## src/rtl/fp_pkg.sv

```systemverilog
// Shared types and constants for the FP32 add/sub alignment front end.
package fp_pkg;

  localparam int EXP_W = 8;
  localparam int MAN_W = 23;
  localparam int GRS_W = 3;
  localparam int BIAS  = 127;
  localparam logic [EXP_W-1:0] EXP_MAX = 8'hFF;

  localparam int SIG_W = MAN_W + 1;
  localparam int ALN_W = SIG_W + GRS_W;

  typedef struct packed {
    logic             sign;
    logic [EXP_W-1:0] exp;
    logic [MAN_W-1:0] frac;
  } fp32_t;

  // Ordered operands after the magnitude compare, before the shift.
  typedef struct packed {
    logic [EXP_W-1:0] exp_big;
    logic [EXP_W-1:0] diff;
    logic [SIG_W-1:0] sig_big;
    logic [SIG_W-1:0] sig_small;
    logic             sign;
    logic             eff_sub;
    logic             swap;
    logic             nan;
    logic             inf;
  } fp_cmp_t;

  // Aligned pair handed to the significand adder.
  typedef struct packed {
    logic [EXP_W-1:0] exp;
    logic [SIG_W-1:0] man_big;
    logic [ALN_W-1:0] man_small;
    logic             sign;
    logic             eff_sub;
    logic             swap;
    logic             nan;
    logic             inf;
  } fp_align_t;

endpackage

```

## src/rtl/fp_align_shift.sv

```systemverilog
// Combinational right shifter for the smaller significand; bits shifted out
// of the 27-bit window collapse into the sticky LSB.
module fp_align_shift
  import fp_pkg::*;
(
  input  logic [SIG_W-1:0] sig_i,
  input  logic [EXP_W-1:0] diff_i,
  output logic [ALN_W-1:0] man_o
);

  localparam int SH_W = $clog2(ALN_W);

  logic [ALN_W-1:0] ext;
  logic [ALN_W-1:0] shifted;
  logic [ALN_W-1:0] lost_mask;
  logic [SH_W-1:0]  sh;

  always_comb begin
    ext       = {sig_i, {GRS_W{1'b0}}};
    sh        = diff_i[SH_W-1:0];
    shifted   = ext >> sh;
    lost_mask = (ALN_W'(1) << sh) - ALN_W'(1);
    // Beyond the window everything lands in sticky.
    if (diff_i >= EXP_W'(ALN_W)) begin
      man_o = {{(ALN_W-1){1'b0}}, |sig_i};
    end else begin
      man_o = {shifted[ALN_W-1:1], shifted[0] | (|(ext & lost_mask))};
    end
  end

endmodule

```

## src/rtl/fp_add_align.sv

```systemverilog
// FP32 FADD/FSUB operand alignment: 2-stage compare/swap then shift, valid/ready.
// Define FP_ALIGN_SUBNORMAL_EN to align subnormals instead of flushing them to zero.
module fp_add_align #(
  parameter int EXP_W = 8,
  parameter int MAN_W = 23,
  parameter int GRS_W = 3
) (
  input  logic                   clk_i,
  input  logic                   rst_i,
  input  logic                   valid_i,
  output logic                   ready_o,
  input  logic [EXP_W+MAN_W:0]   a_i,
  input  logic [EXP_W+MAN_W:0]   b_i,
  input  logic                   sub_i,
  output logic                   valid_o,
  input  logic                   ready_i,
  output logic [EXP_W-1:0]       exp_o,
  output logic [MAN_W:0]         man_big_o,
  output logic [MAN_W+GRS_W:0]   man_small_o,
  output logic                   sign_o,
  output logic                   eff_sub_o,
  output logic                   swap_o,
  output logic                   nan_o,
  output logic                   inf_o
);
  import fp_pkg::*;

  fp32_t            fa, fb;
  logic [EXP_W-1:0] exp_a, exp_b;
  logic [SIG_W-1:0] sig_a, sig_b;
  logic             nan_a, nan_b, inf_a, inf_b;
  logic             swap, eff_sub;

  fp_cmp_t   cmp_p0, cmp_p1;
  fp_align_t aln_p1, out_p2;
  logic      vld_p1, vld_p2;
  logic      ld_p1, ld_p2;
  logic [ALN_W-1:0] man_small_p1;

  assign ld_p2   = !vld_p2 || ready_i;
  assign ld_p1   = !vld_p1 || ld_p2;
  assign ready_o = ld_p1;

  // ---- stage 1: unpack, magnitude compare, order operands ----
  always_comb begin
    fa = a_i;
    fb = b_i;
`ifdef FP_ALIGN_SUBNORMAL_EN
    exp_a = (fa.exp == '0) ? EXP_W'(1) : fa.exp;
    exp_b = (fb.exp == '0) ? EXP_W'(1) : fb.exp;
    sig_a = {fa.exp != '0, fa.frac};
    sig_b = {fb.exp != '0, fb.frac};
`else
    exp_a = fa.exp;
    exp_b = fb.exp;
    sig_a = (fa.exp == '0) ? '0 : {1'b1, fa.frac};
    sig_b = (fb.exp == '0) ? '0 : {1'b1, fb.frac};
`endif
    nan_a   = (fa.exp == EXP_MAX) && (fa.frac != '0);
    nan_b   = (fb.exp == EXP_MAX) && (fb.frac != '0);
    inf_a   = (fa.exp == EXP_MAX) && (fa.frac == '0);
    inf_b   = (fb.exp == EXP_MAX) && (fb.frac == '0);
    eff_sub = fa.sign ^ fb.sign ^ sub_i;
    // Equal magnitudes keep A as the big operand.
    swap    = (exp_a < exp_b) || ((exp_a == exp_b) && (sig_b > sig_a));

    cmp_p0.exp_big   = swap ? exp_b : exp_a;
    cmp_p0.diff      = swap ? (exp_b - exp_a) : (exp_a - exp_b);
    cmp_p0.sig_big   = swap ? sig_b : sig_a;
    cmp_p0.sig_small = swap ? sig_a : sig_b;
    cmp_p0.sign      = swap ? (fb.sign ^ sub_i) : fa.sign;
    cmp_p0.eff_sub   = eff_sub;
    cmp_p0.swap      = swap;
    cmp_p0.nan       = nan_a || nan_b || (inf_a && inf_b && eff_sub);
    cmp_p0.inf       = (inf_a || inf_b) && !cmp_p0.nan;
  end

  always_ff @(posedge clk_i) begin
    if (rst_i) begin
      vld_p1 <= 1'b0;
      vld_p2 <= 1'b0;
    end else begin
      if (ld_p1) vld_p1 <= valid_i;
      if (ld_p2) vld_p2 <= vld_p1;
    end
  end

  always_ff @(posedge clk_i) begin
    if (ld_p1 && valid_i) cmp_p1 <= cmp_p0;
  end

  // ---- stage 2: align the smaller significand ----
  fp_align_shift u_shift (
    .sig_i  (cmp_p1.sig_small),
    .diff_i (cmp_p1.diff),
    .man_o  (man_small_p1)
  );

  always_comb begin
    aln_p1.exp       = cmp_p1.exp_big;
    aln_p1.man_big   = cmp_p1.sig_big;
    aln_p1.man_small = man_small_p1;
    aln_p1.sign      = cmp_p1.sign;
    aln_p1.eff_sub   = cmp_p1.eff_sub;
    aln_p1.swap      = cmp_p1.swap;
    aln_p1.nan       = cmp_p1.nan;
    aln_p1.inf       = cmp_p1.inf;
  end

  // Output bundle is cleared on reset so downstream never sees stale data.
  always_ff @(posedge clk_i) begin
    if (rst_i) begin
      out_p2 <= '0;
    end else if (ld_p2 && vld_p1) begin
      out_p2 <= aln_p1;
    end
  end

  // ---- output ----
  assign valid_o     = vld_p2;
  assign exp_o       = out_p2.exp;
  assign man_big_o   = out_p2.man_big;
  assign man_small_o = out_p2.man_small;
  assign sign_o      = out_p2.sign;
  assign eff_sub_o   = out_p2.eff_sub;
  assign swap_o      = out_p2.swap;
  assign nan_o       = out_p2.nan;
  assign inf_o       = out_p2.inf;

endmodule

```

## config.mk

```make
export PLATFORM = sky130hd
export DESIGN_NAME = fp_add_align
export DESIGN_NICKNAME = d
export VERILOG_FILES = /design/src/rtl/fp_pkg.sv /design/src/rtl/fp_align_shift.sv /design/src/rtl/fp_add_align.sv
export SDC_FILE = /design/constraint.sdc
export NUM_CORES = 1
export LEC_CHECK = 0
export BUFFER_PORTS_ARGS = -buffer_cell sky130_fd_sc_hd__buf_2
export CAP_MARGIN = 30
export CORE_UTILIZATION = 40
export DETAILED_ROUTE_END_ITERATION = 10
export MAX_ROUTING_LAYER = met4
export PLACE_DENSITY = 0.7
export SLEW_MARGIN = 20
export SYNTH_ARGS = -nofsm -noshare
export SYNTH_HDL_FRONTEND = slang
export SYNTH_SLANG_ARGS = --single-unit
export TNS_END_PERCENT = 20
```

## constraint.sdc

```tcl
create_clock -name clk_i -period 6.9 [get_ports clk_i]
set_input_delay 1.035 -clock clk_i [delete_from_list [all_inputs] [get_ports clk_i]]
set_output_delay 1.035 -clock clk_i [all_outputs]
set_load 0.05 [all_outputs]
```

# ---- After elaboration in Yosys (flattened, before gate mapping)
# Index checks and enable logic that the tools add are counted.
dict set report word_totals {
  reg_bits 135
  word_cells 70
}
dict set report classes {
  bitwise 5
  eq_ne 3
  n_reduce_logical 27
  mux 8
  magnitude_cmp 3
  shift 2
  add_sub_neg 3
}
# op count
set op_table {}
lappend op_table {{24-bit 2-to-1 mux} 4}
lappend op_table {{23-bit logical NOT} 2}
lappend op_table {{23-bit nonzero test} 2}
lappend op_table {{27-bit bitwise AND} 1}
lappend op_table {{27-bit 2-to-1 mux} 1}
lappend op_table {{27-bit OR reduction} 1}
lappend op_table {{1-bit by 5-bit << shifter with 27-bit output (first input constant)} 1}
lappend op_table {{27-bit by 5-bit >> shifter with 27-bit output} 1}
lappend op_table {{27-bit by 2-bit subtractor with 27-bit output (second input constant)} 1}
lappend op_table {{24-bit > comparator} 1}
lappend op_table {{24-bit OR reduction} 1}
lappend op_table {{8-bit equality test (second input constant)} 2}
lappend op_table {{8-bit logical NOT} 2}
lappend op_table {{8-bit 2-to-1 mux} 2}
lappend op_table {{8-bit subtractor} 2}
lappend op_table {{1-bit logical AND} 10}
lappend op_table {{8-bit equality test} 1}
lappend op_table {{8-bit by 5-bit greater-or-equal comparator with 1-bit output (second input constant)} 1}
lappend op_table {{8-bit less-than comparator} 1}
lappend op_table {{1-bit logical OR} 6}
lappend op_table {{1-bit logical NOT} 3}
lappend op_table {{1-bit bitwise XOR} 3}
lappend op_table {{1-bit 2-to-1 mux} 1}
lappend op_table {{1-bit OR} 1}

# ---- Longest topological paths before layout
# Gate-level depths: netlist (run 1).
dict set report logic_depth {
  depth_word 7
  mapped_depth 14
  ltp_nobuf 13
}

# ---- Cells and area by module
# A second synthesis (run 1) with hierarchy kept.
dict set report unflattened {
  hier_cells 991
  area_unflattened_um2 8510.7
}
# module cells_each area_each_um2 instances seq_area_each_um2
set by_module_without_submodules {}
lappend by_module_without_submodules {fp_add_align 743 6648.9 1 3393.3}
lappend by_module_without_submodules {fp_align_shift 248 1861.8 1 0.0}

# ---- Worst setup path before layout (run 1)
# OpenSTA, ideal clock, no wires.
dict set report synth_timing {
  path_kind {input port to flip-flop}
  from {input b_i[25]}
  to {register cmp_p1[58] (netlist bit) (data pin)}
  n_path_buf 1
  arrival_time_ns 3.719
  stages 14
  slack_ns 2.922
  setup_time_ns 0.259
  path_cell_list {nor4_1 nand2_1 clkbuf_1 and2_1 ha_1 nand4_1 nor4_1 o31a_1 o31a_4 nor2_8 inv_4 mux2_4 a31oi_4 xnor2_1}
}
# item line
set synth_rtl {}
lappend synth_rtl {{from (decl)} fp_add_align.sv:13} ;# input logic [EXP_W+MAN_W:0] b_i,
lappend synth_rtl {{to (signal assigned)} fp_add_align.sv:89} ;# if (ld_p1 && valid_i) cmp_p1 <= cmp_p0;
lappend synth_rtl {{to (decl)} fp_add_align.sv:34} ;# fp_cmp_t cmp_p0, cmp_p1;

==> results of run 1 <==
-- worst max-delay path: cells and delay by family --
kind	cells	cell delay, ns
xor gates and xnor gates	1	0.10
and+or+nand+nor	6	2.17
buffers and inverters	2	0.61
adders and majority gates	1	0.31
AOI/OAI and AO/OA	4	0.87
-- power breakdown --
group	switching (mW)	internal [mW]	total (mW)
Combinational	0.363	0.194	0.556
Sequential	0.0455	0.917	0.962
Clock	0.340	0.592	0.932
-- registers in the layout, summed over array words and instances (netlist names), 8 cells and up --
name         flops
exp_o            8
man_small_o     27
cmp_p1          32
aln_p1          37
man_big_o       24
-- kinds of logic after synthesis --
family / after synthesis / synth area share
compound gates: 235 / 0.175
xor+xnor: 7 / 0.00763
fa+ha+maj: 42 / 0.0669
buf+inv: 82 / 0.0405
flops: 135 / 0.422
mux: 67 / 0.0858
simple gates: 358 / 0.202
-- Yosys cell counts, drive strengths merged (2+ instances only) --
| master | number | area (um^2) |
|---|---|---|
| o32ai | 2 | 17.5 |
| and2 | 26 | 163 |
| nand3b | 3 | 22.5 |
| nand2 | 182 | 683 |
| a211oi | 8 | 60.1 |
| buf | 17 | 78.8 |
| nand2b | 9 | 56.3 |
| mux2 | 12 | 139 |
| clkbuf | 39 | 146 |
| nor2b | 10 | 62.6 |
| nor3 | 15 | 75.1 |
| fa | 2 | 40.0 |
| o31ai | 2 | 15.0 |
| a22oi | 19 | 143 |
| a2111oi | 3 | 26.3 |
| o22ai | 10 | 62.6 |
| ha | 39 | 488 |
| nand3 | 8 | 40.0 |
| a22o | 3 | 26.3 |
| o21ai | 83 | 415 |
| xor2 | 6 | 52.6 |
| dfxtp | 66 | 1320 |
| o31a | 3 | 35.0 |
| inv | 26 | 100 |
| or2 | 2 | 12.5 |
| a31oi | 4 | 55.1 |
| a21oi | 81 | 405 |
| nand4 | 16 | 100 |
| nor4 | 21 | 131 |
| edfxtp | 69 | 2070 |
| a21o | 4 | 30.0 |
| nor2 | 62 | 249 |
| a221o | 2 | 20.0 |
| mux2i | 55 | 551 |
-- layer usage --
metal	share of wire	vias to the layer above	track usage
li1	-	3539	-
met1	0.45	3305	0.292
met2	0.46	303	0.329
met3	0.067	50	0.0440
met4	0.025	0	0.0750
met5	0	-	-
-- how the worst max path moves through the flow --
| stage | from | end |
|---|---|---|
| after floorplan | b_i[25] | cmp_p1[58] |
| after global placement | b_i[29] | cmp_p1[58] |
| after detailed placement | b_i[29] | cmp_p1[58] |
| after CTS | b_i[29] | cmp_p1[58] |
| after global routing | b_i[29] | cmp_p1[60] |
| final | b_i[29] | cmp_p1[60] |
-- final cells by class --
| class | count | area, um^2 |
|---|---|---|
| timing repair buffer | 142 | 731 |
| multi-input combinational | 709 | 4320 |
| tap | 265 | 332 |
| clock buffer | 21 | 503 |
| clock inverter | 11 | 115 |
| inverter | 26 | 100 |
| sequential | 135 | 3390 |
| fill | 1908 | 10100 |
==> flow_metrics.py, run 1 <==
metrics = {
    "cells_and_area": {
        "areaGrowthSynthToFinish_pct": 18.2,
        "final_common_cell": "nand2_1",
        "drive_gt1_frac": 0.187,
        "layout.nets": 1141,
        "utilization": 0.485,
        "most-common-layout-cells": "nand2_1 (182), buf_2 (134), o21ai_0 (82), a21oi_1 (81), edfxtp_1 (69)",
        "design_area_mm2": 0.00950,
        "stdcell_count": 1309,
        "antenna_cells": 0,
    },
    "sta": {
        "slew_violations": 0,
        "period_share": 0.720,
        "hold_ws_ns": 0.451,
        "layout_setup_ws_ns": 1.93,
        "rsz0062_at_grt": "false",
        "timing.setup.tns_ns": 0,
        "final-hold-violation-count": 0,
        "max_freq_mhz": 201,
        "slew_headroom": 0.354,
        "finalSetupViolations": 0,
        "tightestPinTransition_ns": 0.968,
        "fin_crit_ns": 4.97,
        "skew_ns": 0.0129,
    },
    "setup_path": {
        "critical-path-max-stage-delay_ns": 0.63,
        "cp-end-kind": "register",
        "worst_ep_required_time_ns": 7.06,
        "critPathMostFrequentCell": "nor4_1",
        "r2r_start": "cmp_p1[53]",
        "worst-endpoint-arrival_ns": 5.12,
        "crit_slowest_cell": "nor4_1",
        "critPathKind": "input port to register",
        "r2r-end": "man_small_o[1]",
        "crit_fanout": 66,
        "cp-start-kind": "input port",
        "r2r_slack_ns": 3.97,
        "crit_chain": "buf_2 -> nor4_1 -> nand2_1 -> and2_1 -> ha_1 -> nand4_1 -> nor4_1 -> a211oi_1 -> o31a_4 -> nor2_8 -> buf_4 -> a22oi_1 -> o21ai_0 -> xor2_1",
        "worstRegToRegCells": 8,
    },
    "status": {
        "status": "complete, no violations",
    },
    "clock_tree": {
        "htreeDepth": 4,
        "cts_resized": 0,
        "cts_root_buffer": "clkbuf_16",
        "holdBufCountCts": 0,
        "clock_tree.buffer_depth": 2,
        "cts_made_buffers": 17,
        "cts.clk_slew.worst_paths_ns": 0.06,
        "clk_latency_ns": 0.42,
        "cts_setup_buffers": 0,
        "cts_tree": "done",
        "clkSinkCount": 135,
    },
    "power": {
        "p_per_area_mw_per_mm2": 258,
        "leakagePower_nw": 4.01,
        "p_total_mw": 2.45,
        "worst_ir_drop_vdd_mv": 0.172,
    },
    "floorplan": {
        "fp.dieW_um": 144,
        "core_area_mm2": 0.0196,
        "ios": 135,
        "die_h_um": 144,
        "num_rows": 51,
        "fp.dieArea_mm2": 0.0207,
        "initial_utilization": 0.410,
    },
    "yosys": {
        "yosys_warnings": 0,
        "yosysSeqAreaShare": 0.422,
        "syn_inst": 926,
        "synth_area_mm2": 0.00804,
        "ys_seq_elements": 135,
        "synth.distinct_cells": 58,
        "ys_async_sr_fraction": 0,
        "synth_edf_count": 69,
        "synth-main-ff-cell": "edfxtp_1",
        "syn_nets": 1036,
        "avgSynthCellArea_um2": 8.68,
    },
    "global_route": {
        "antenna_found_initial": 0,
        "grt_overflow": 0,
        "grt_pass1_vias": 6460,
        "grt_pass1_wl_um": 33500,
        "grt_start_max_net_pins": 70,
        "grt_util_all_layers": 0.218,
    },
    "placed_design": {
        "place_inst": 1277,
        "dp_hpwl_um": 16100,
        "place_area_mm2": 0.00888,
        "port_buffers": 134,
        "post-place-ws_ns": 1.61,
        "gp_congestion": 0.954,
    },
    "min_path": {
        "min_from": "man_big_o[16]",
        "min_to": "man_big_o[16]",
        "worstHoldPathCells": 2,
        "hold_path.class": "register to register",
    },
    "run": {
        "maxCapViolations": 0,
    },
    "drt": {
        "wl_um": 21800,
        "ant_nets": 0,
        "avgRoutedWirePerCell_um": 16.6,
        "via_count": 7197,
        "viasPerCell": 5.50,
        "dr.pass1.iters": 6,
        "drc_errors": 0,
        "drt_iter0_drc": 694,
    },
}
(Power assumes the default switching activity.)
==> run 2, diff against run 1 <==
--- a/config.mk
+++ b/config.mk
@@ -10,7 +10,7 @@
 export CORE_UTILIZATION = 40
 export DETAILED_ROUTE_END_ITERATION = 10
 export MAX_ROUTING_LAYER = met4
-export PLACE_DENSITY = 0.7
+export PLACE_DENSITY = 0.72
 export SLEW_MARGIN = 20
 export SYNTH_ARGS = -nofsm -noshare
 export SYNTH_HDL_FRONTEND = slang
==> constraint.sdc (replaced) <==
create_clock -name clk_i -period 4 [get_ports clk_i]
set_input_delay 0.6 -clock clk_i [delete_from_list [all_inputs] [get_ports clk_i]]
set_output_delay 0.6 -clock clk_i [all_outputs]
set_load 0.05 [all_outputs]
==> flow_metrics.py, run 2 (synthesis results as in run 1) <==
metrics = {
    "setup_path": {
        "r2r_start": "cmp_p1[53]",
        "r2r_slack_ns": 1.23,
        "worst_ep_required_time_ns": 4.19,
        "critPathKind": "input port to register",
        "worst-endpoint-arrival_ns": 3.78,
        "r2r-end": "man_small_o[1]",
        "worstRegToRegCells": 8,
        "cp-end-kind": "register",
        "cp-start-kind": "input port",
        "crit_fanout": 26,
    },
    "cells_and_area": {
        "largest_reg_flops": 37,
        "layout.nets": 1153,
        "antenna_cells": 0,
        "areaGrowthSynthToFinish_pct": 19.7,
        "final_common_cell": "nand2_1",
        "drive_gt1_frac": 0.196,
        "design_area_mm2": 0.00962,
        "most-common-layout-cells": "nand2_1 (182), buf_2 (134), o21ai_0 (82), a21oi_1 (81), edfxtp_1 (69)",
    },
    "clock_tree": {
        "cts_made_buffers": 17,
        "cts_resized": 0,
        "cts.clk_slew.worst_paths_ns": 0.06,
        "htreeDepth": 4,
        "clock_tree.buffer_depth": 2,
        "holdBufCountCts": 0,
        "cts_root_buffer": "clkbuf_16",
        "cts_tree": "done",
        "clkSinkCount": 135,
        "cts_setup_buffers": 0,
        "clk_latency_ns": 0.42,
    },
    "global_route": {
        "grt_start_max_net_pins": 60,
        "grt_pass1_wl_um": 34000,
        "antenna_found_initial": 0,
        "grt_pass1_vias": 6652,
        "grt_overflow": 0,
        "grt_util_all_layers": 0.220,
    },
    "min_path": {
        "worstHoldPathCells": 3,
        "min_from": "valid_i",
        "min_to": "vld_p1",
        "hold_path.class": "input port to register",
    },
    "power": {
        "leakagePower_nw": 4.08,
        "worst_ir_drop_vdd_mv": 0.314,
        "p_total_mw": 4.23,
        "p_per_area_mw_per_mm2": 440,
    },
    "floorplan": {
        "ios": 135,
        "core_area_mm2": 0.0196,
        "initial_utilization": 0.410,
        "fp.dieArea_mm2": 0.0207,
        "fp.dieW_um": 144,
        "die_h_um": 144,
        "num_rows": 51,
    },
    "drt": {
        "wl_um": 21700,
        "viasPerCell": 5.48,
        "via_count": 7240,
        "ant_nets": 0,
        "dr.pass1.iters": 5,
        "drc_errors": 0,
        "drt_iter0_drc": 611,
        "avgRoutedWirePerCell_um": 16.4,
    },
    "sta": {
        "period_share": 0.899,
        "fin_crit_ns": 3.60,
        "tightestPinTransition_ns": 0.930,
        "finalSetupViolations": 0,
        "final-hold-violation-count": 0,
        "rsz0062_at_grt": "false",
        "slew_headroom": 0.380,
        "skew_ns": 0.0180,
        "slew_violations": 0,
        "max_freq_mhz": 278,
    },
    "status": {
        "status": "complete, no violations",
    },
    "run": {
        "maxCapViolations": 0,
    },
    "placed_design": {
        "gp_congestion": 0.951,
        "port_buffers": 134,
        "dp_hpwl_um": 16200,
        "place_area_mm2": 0.00901,
    },
}
[run 2: worst max-delay path by stage]
stage	from	endpoint	slack [ns]	depth (start not counted)
2_1_floorplan	b_i[25]	cmp_p1[58]	0.46	14
3_3_place_gp	b_i[25]	cmp_p1[59]	0.1	15
3_5_place_dp	b_i[25]	cmp_p1[59]	-0.01	15
4_1_cts	b_i[25]	cmp_p1[59]	0.41	15
5_1_grt	b_i[25]	cmp_p1[59]	0.17	15
6_report	b_i[25]	cmp_p1[59]	0.40	15
[run 2: final cells by class]
class                           count  area (um^2)
Fill cell                        1841         9970
Clock buffer                       22          508
Multi-Input combinational cell    709         4320
Sequential cell                   135         3390
Tap cell                          265          332
Clock inverter                     10          104
Timing Repair Buffer              154          858
Inverter                           26          100
[run 2: worst max-delay path, stage by stage]
cell	delay, ns
buf_2	0.12
nor4_1	0.27
nand2_1	0.12
buf_4	0.22
and2_1	0.21
ha_1	0.34
a21oi_1	0.14
a31oi_1	0.09
o31a_1	0.31
buf_4	0.14
o31ai_1	0.52
nand3_1	0.18
a21oi_1	0.16
nor3_1	0.06
a2111oi_0	0.29
[run 2: report_power, final]
part	switching, mW	internal (mW)
Combinational	0.626	0.352
Clock	0.617	0.978
Sequential	0.0791	1.58
[run 2: metrics by stage]
step                worst slack, ns   util  hold WS, ns  setup TNS (ns)  cells
floorplan                     0.457      -        0.471               0    926
global placement             0.0981  0.460        0.441               0   1289
detailed placement          -0.0108  0.460        0.443         -0.0108   1289
CTS                           0.410  0.491        0.401               0   1321
global route                  0.165  0.491        0.432               0   1321
finish                        0.403  0.491        0.410               0   1321
[run 2: routing by layer]
metal	global-route usage	wire [um]
met2	0.343	10100
met5	-	0
met1	0.285	9830
met3	0.0363	1220
met4	0.0868	537
==> run 3, diff against run 2 <==
--- a/config.mk
+++ b/config.mk
@@ -7,6 +7,7 @@
 export LEC_CHECK = 0
 export BUFFER_PORTS_ARGS = -buffer_cell sky130_fd_sc_hd__buf_2
 export CAP_MARGIN = 30
+export CORE_ASPECT_RATIO = 1.4
 export CORE_UTILIZATION = 40
 export DETAILED_ROUTE_END_ITERATION = 10
 export MAX_ROUTING_LAYER = met4
==> flow_metrics.py, run 3 (synthesis results as in run 1) <==
metrics = {
    "clock_tree": {
        "cts.clk_slew.worst_paths_ns": 0.06,
        "clk_latency_ns": 0.43,
        "clkSinkCount": 135,
        "htreeDepth": 4,
        "cts_made_buffers": 17,
        "cts_setup_buffers": 0,
        "clock_tree.buffer_depth": 2,
        "holdBufCountCts": 0,
        "cts_resized": 0,
        "cts_tree": "done",
        "cts_root_buffer": "clkbuf_16",
    },
    "drt": {
        "drc_errors": 0,
        "viasPerCell": 5.56,
        "via_count": 7278,
        "dr.pass1.iters": 6,
        "wl_um": 22300,
        "drt_iter0_drc": 617,
        "avgRoutedWirePerCell_um": 17.1,
        "ant_nets": 0,
    },
    "setup_path": {
        "cp-start-kind": "input port",
        "cp-end-kind": "register",
        "critPathKind": "input port to register",
        "worst-endpoint-arrival_ns": 3.69,
        "cp_num_buf_inv": 3,
        "crit_fanout": 66,
        "worst_ep_required_time_ns": 4.18,
        "crit_slowest_cell": "o31a_4",
        "crit_chain": "buf_2 -> nor4_1 -> nand2_1 -> buf_4 -> and2_1 -> ha_1 -> a21oi_1 -> a31oi_1 -> o31a_1 -> o31a_4 -> nor2_8 -> buf_12 -> a22oi_1 -> o21ai_0 -> xor2_1",
        "critical-path-max-stage-delay_ns": 0.41,
        "cp_top_family": "compound AO/OA/AOI/OAI gates",
    },
    "sta": {
        "max_freq_mhz": 285,
        "slew_headroom": 0.374,
        "timing.setup.tns_ns": 0,
        "rsz0062_at_grt": "false",
        "finalSetupViolations": 0,
        "skew_ns": 0.0134,
        "slew_violations": 0,
        "final-hold-violation-count": 0,
        "period_share": 0.878,
        "fin_crit_ns": 3.51,
        "tightestPinTransition_ns": 0.938,
        "hold_ws_ns": 0.398,
    },
    "floorplan": {
        "fp.dieArea_mm2": 0.0207,
        "die_h_um": 170,
        "num_rows": 61,
        "fp.dieW_um": 122,
        "core_area_mm2": 0.0198,
        "initial_utilization": 0.407,
        "ios": 135,
    },
    "power": {
        "switching_power_mw": 1.33,
        "p_total_mw": 4.24,
        "p_int_mw": 2.91,
        "swShare": 0.314,
        "p_seq_frac": 0.400,
        "p_clk_frac": 0.376,
        "worst_ir_drop_vdd_mv": 0.385,
        "combPwrFrac": 0.224,
        "p_per_area_mw_per_mm2": 442,
        "leakagePower_nw": 4.08,
    },
    "cells_and_area": {
        "final_common_cell": "nand2_1",
        "layout.nets": 1153,
        "ff_latch_area_mm2": 0.00339,
        "drive_gt1_frac": 0.195,
        "stdcell_count": 1308,
        "most-common-layout-cells": "nand2_1 (182), buf_2 (134), o21ai_0 (82), a21oi_1 (81), edfxtp_1 (69)",
        "fill_cells": 1914,
        "design_area_mm2": 0.00959,
        "largest_reg_flops": 37,
        "multi_input_area_mm2": 0.00432,
        "areaGrowthSynthToFinish_pct": 19.4,
        "antenna_cells": 0,
    },
    "global_route": {
        "grt_util_all_layers": 0.226,
        "grt_overflow": 0,
        "grt_pass1_vias": 6844,
        "grt_start_max_net_pins": 70,
        "antenna_found_initial": 0,
        "grt_pass1_wl_um": 34800,
    },
    "run": {
        "maxCapViolations": 0,
    },
    "placed_design": {
        "place_area_mm2": 0.00898,
        "port_buffers": 134,
        "gp_congestion": 0.950,
        "dp_hpwl_um": 16900,
        "place_inst": 1276,
    },
    "min_path": {
        "hold_path.class": "input port to register",
    },
    "status": {
        "status": "complete, no violations",
    },
}
==> run 3: final timing paths <==
| kind | start | to | slack [ns] | depth (start not counted) |
|---|---|---|---|---|
| worst max register to register | cmp_p1[53] | man_small_o[1] | 1.10 | 8 |
| worst max-delay path | b_i[25] | cmp_p1[60] | 0.49 | 15 |
| worst min register to register | man_big_o[18] | man_big_o[18] | 0.45 | 2 |
| worst min-delay path | valid_i | vld_p1 | 0.40 | 3 |
==> run 3: worst register-to-register path: stages (launching register included) <==
cell	delay [ns]
edfxtp_1	0.61
inv_1	0.79
mux2i_1	0.32
nor2b_1	0.22
a211oi_1	0.24
a21oi_1	0.08
mux2_2	0.31
a22oi_1	0.15
nor2_1	0.06
==> run 3: routing by layer <==
metal,share of wire,vias up,global-route usage
li1,-,3554,-
met1,0.39,3384,0.259
met2,0.51,274,0.373
met3,0.055,66,0.0373
met4,0.044,0,0.122
met5,0,-,-
==> run 3: per-stage QoR <==
step | util | setup slack [ns]
final | 0.485 | 0.487
after global routing | 0.485 | 0.0195
after CTS | 0.485 | 0.515
after detailed placement | 0.454 | 0.0795
after global placement | 0.454 | 0.105
after floorplan | - | 0.457
==> run 3: layout make-up <==
| class | count | area share |
|---|---|---|
| multi-input combinational | 709 | 0.451 |
| sequential | 135 | 0.354 |
| timing repair buffer | 154 | 0.0882 |
| clock buffer | 22 | 0.0530 |
| tap | 252 | 0.0329 |
| clock inverter | 10 | 0.0110 |
| inverter | 26 | 0.0104 |
==> run 3: power by group through the flow <==
stage | clock (mW) | combinational [mW] | sequential, mW
after CTS | 1.62 | 0.947 | 1.69
final | 1.60 | 0.952 | 1.70
after floorplan | 0 | 0.636 | 1.74
after global placement | 0 | 0.932 | 1.72
after global routing | 1.68 | 1.04 | 1.71
after detailed placement | 0 | 0.941 | 1.72
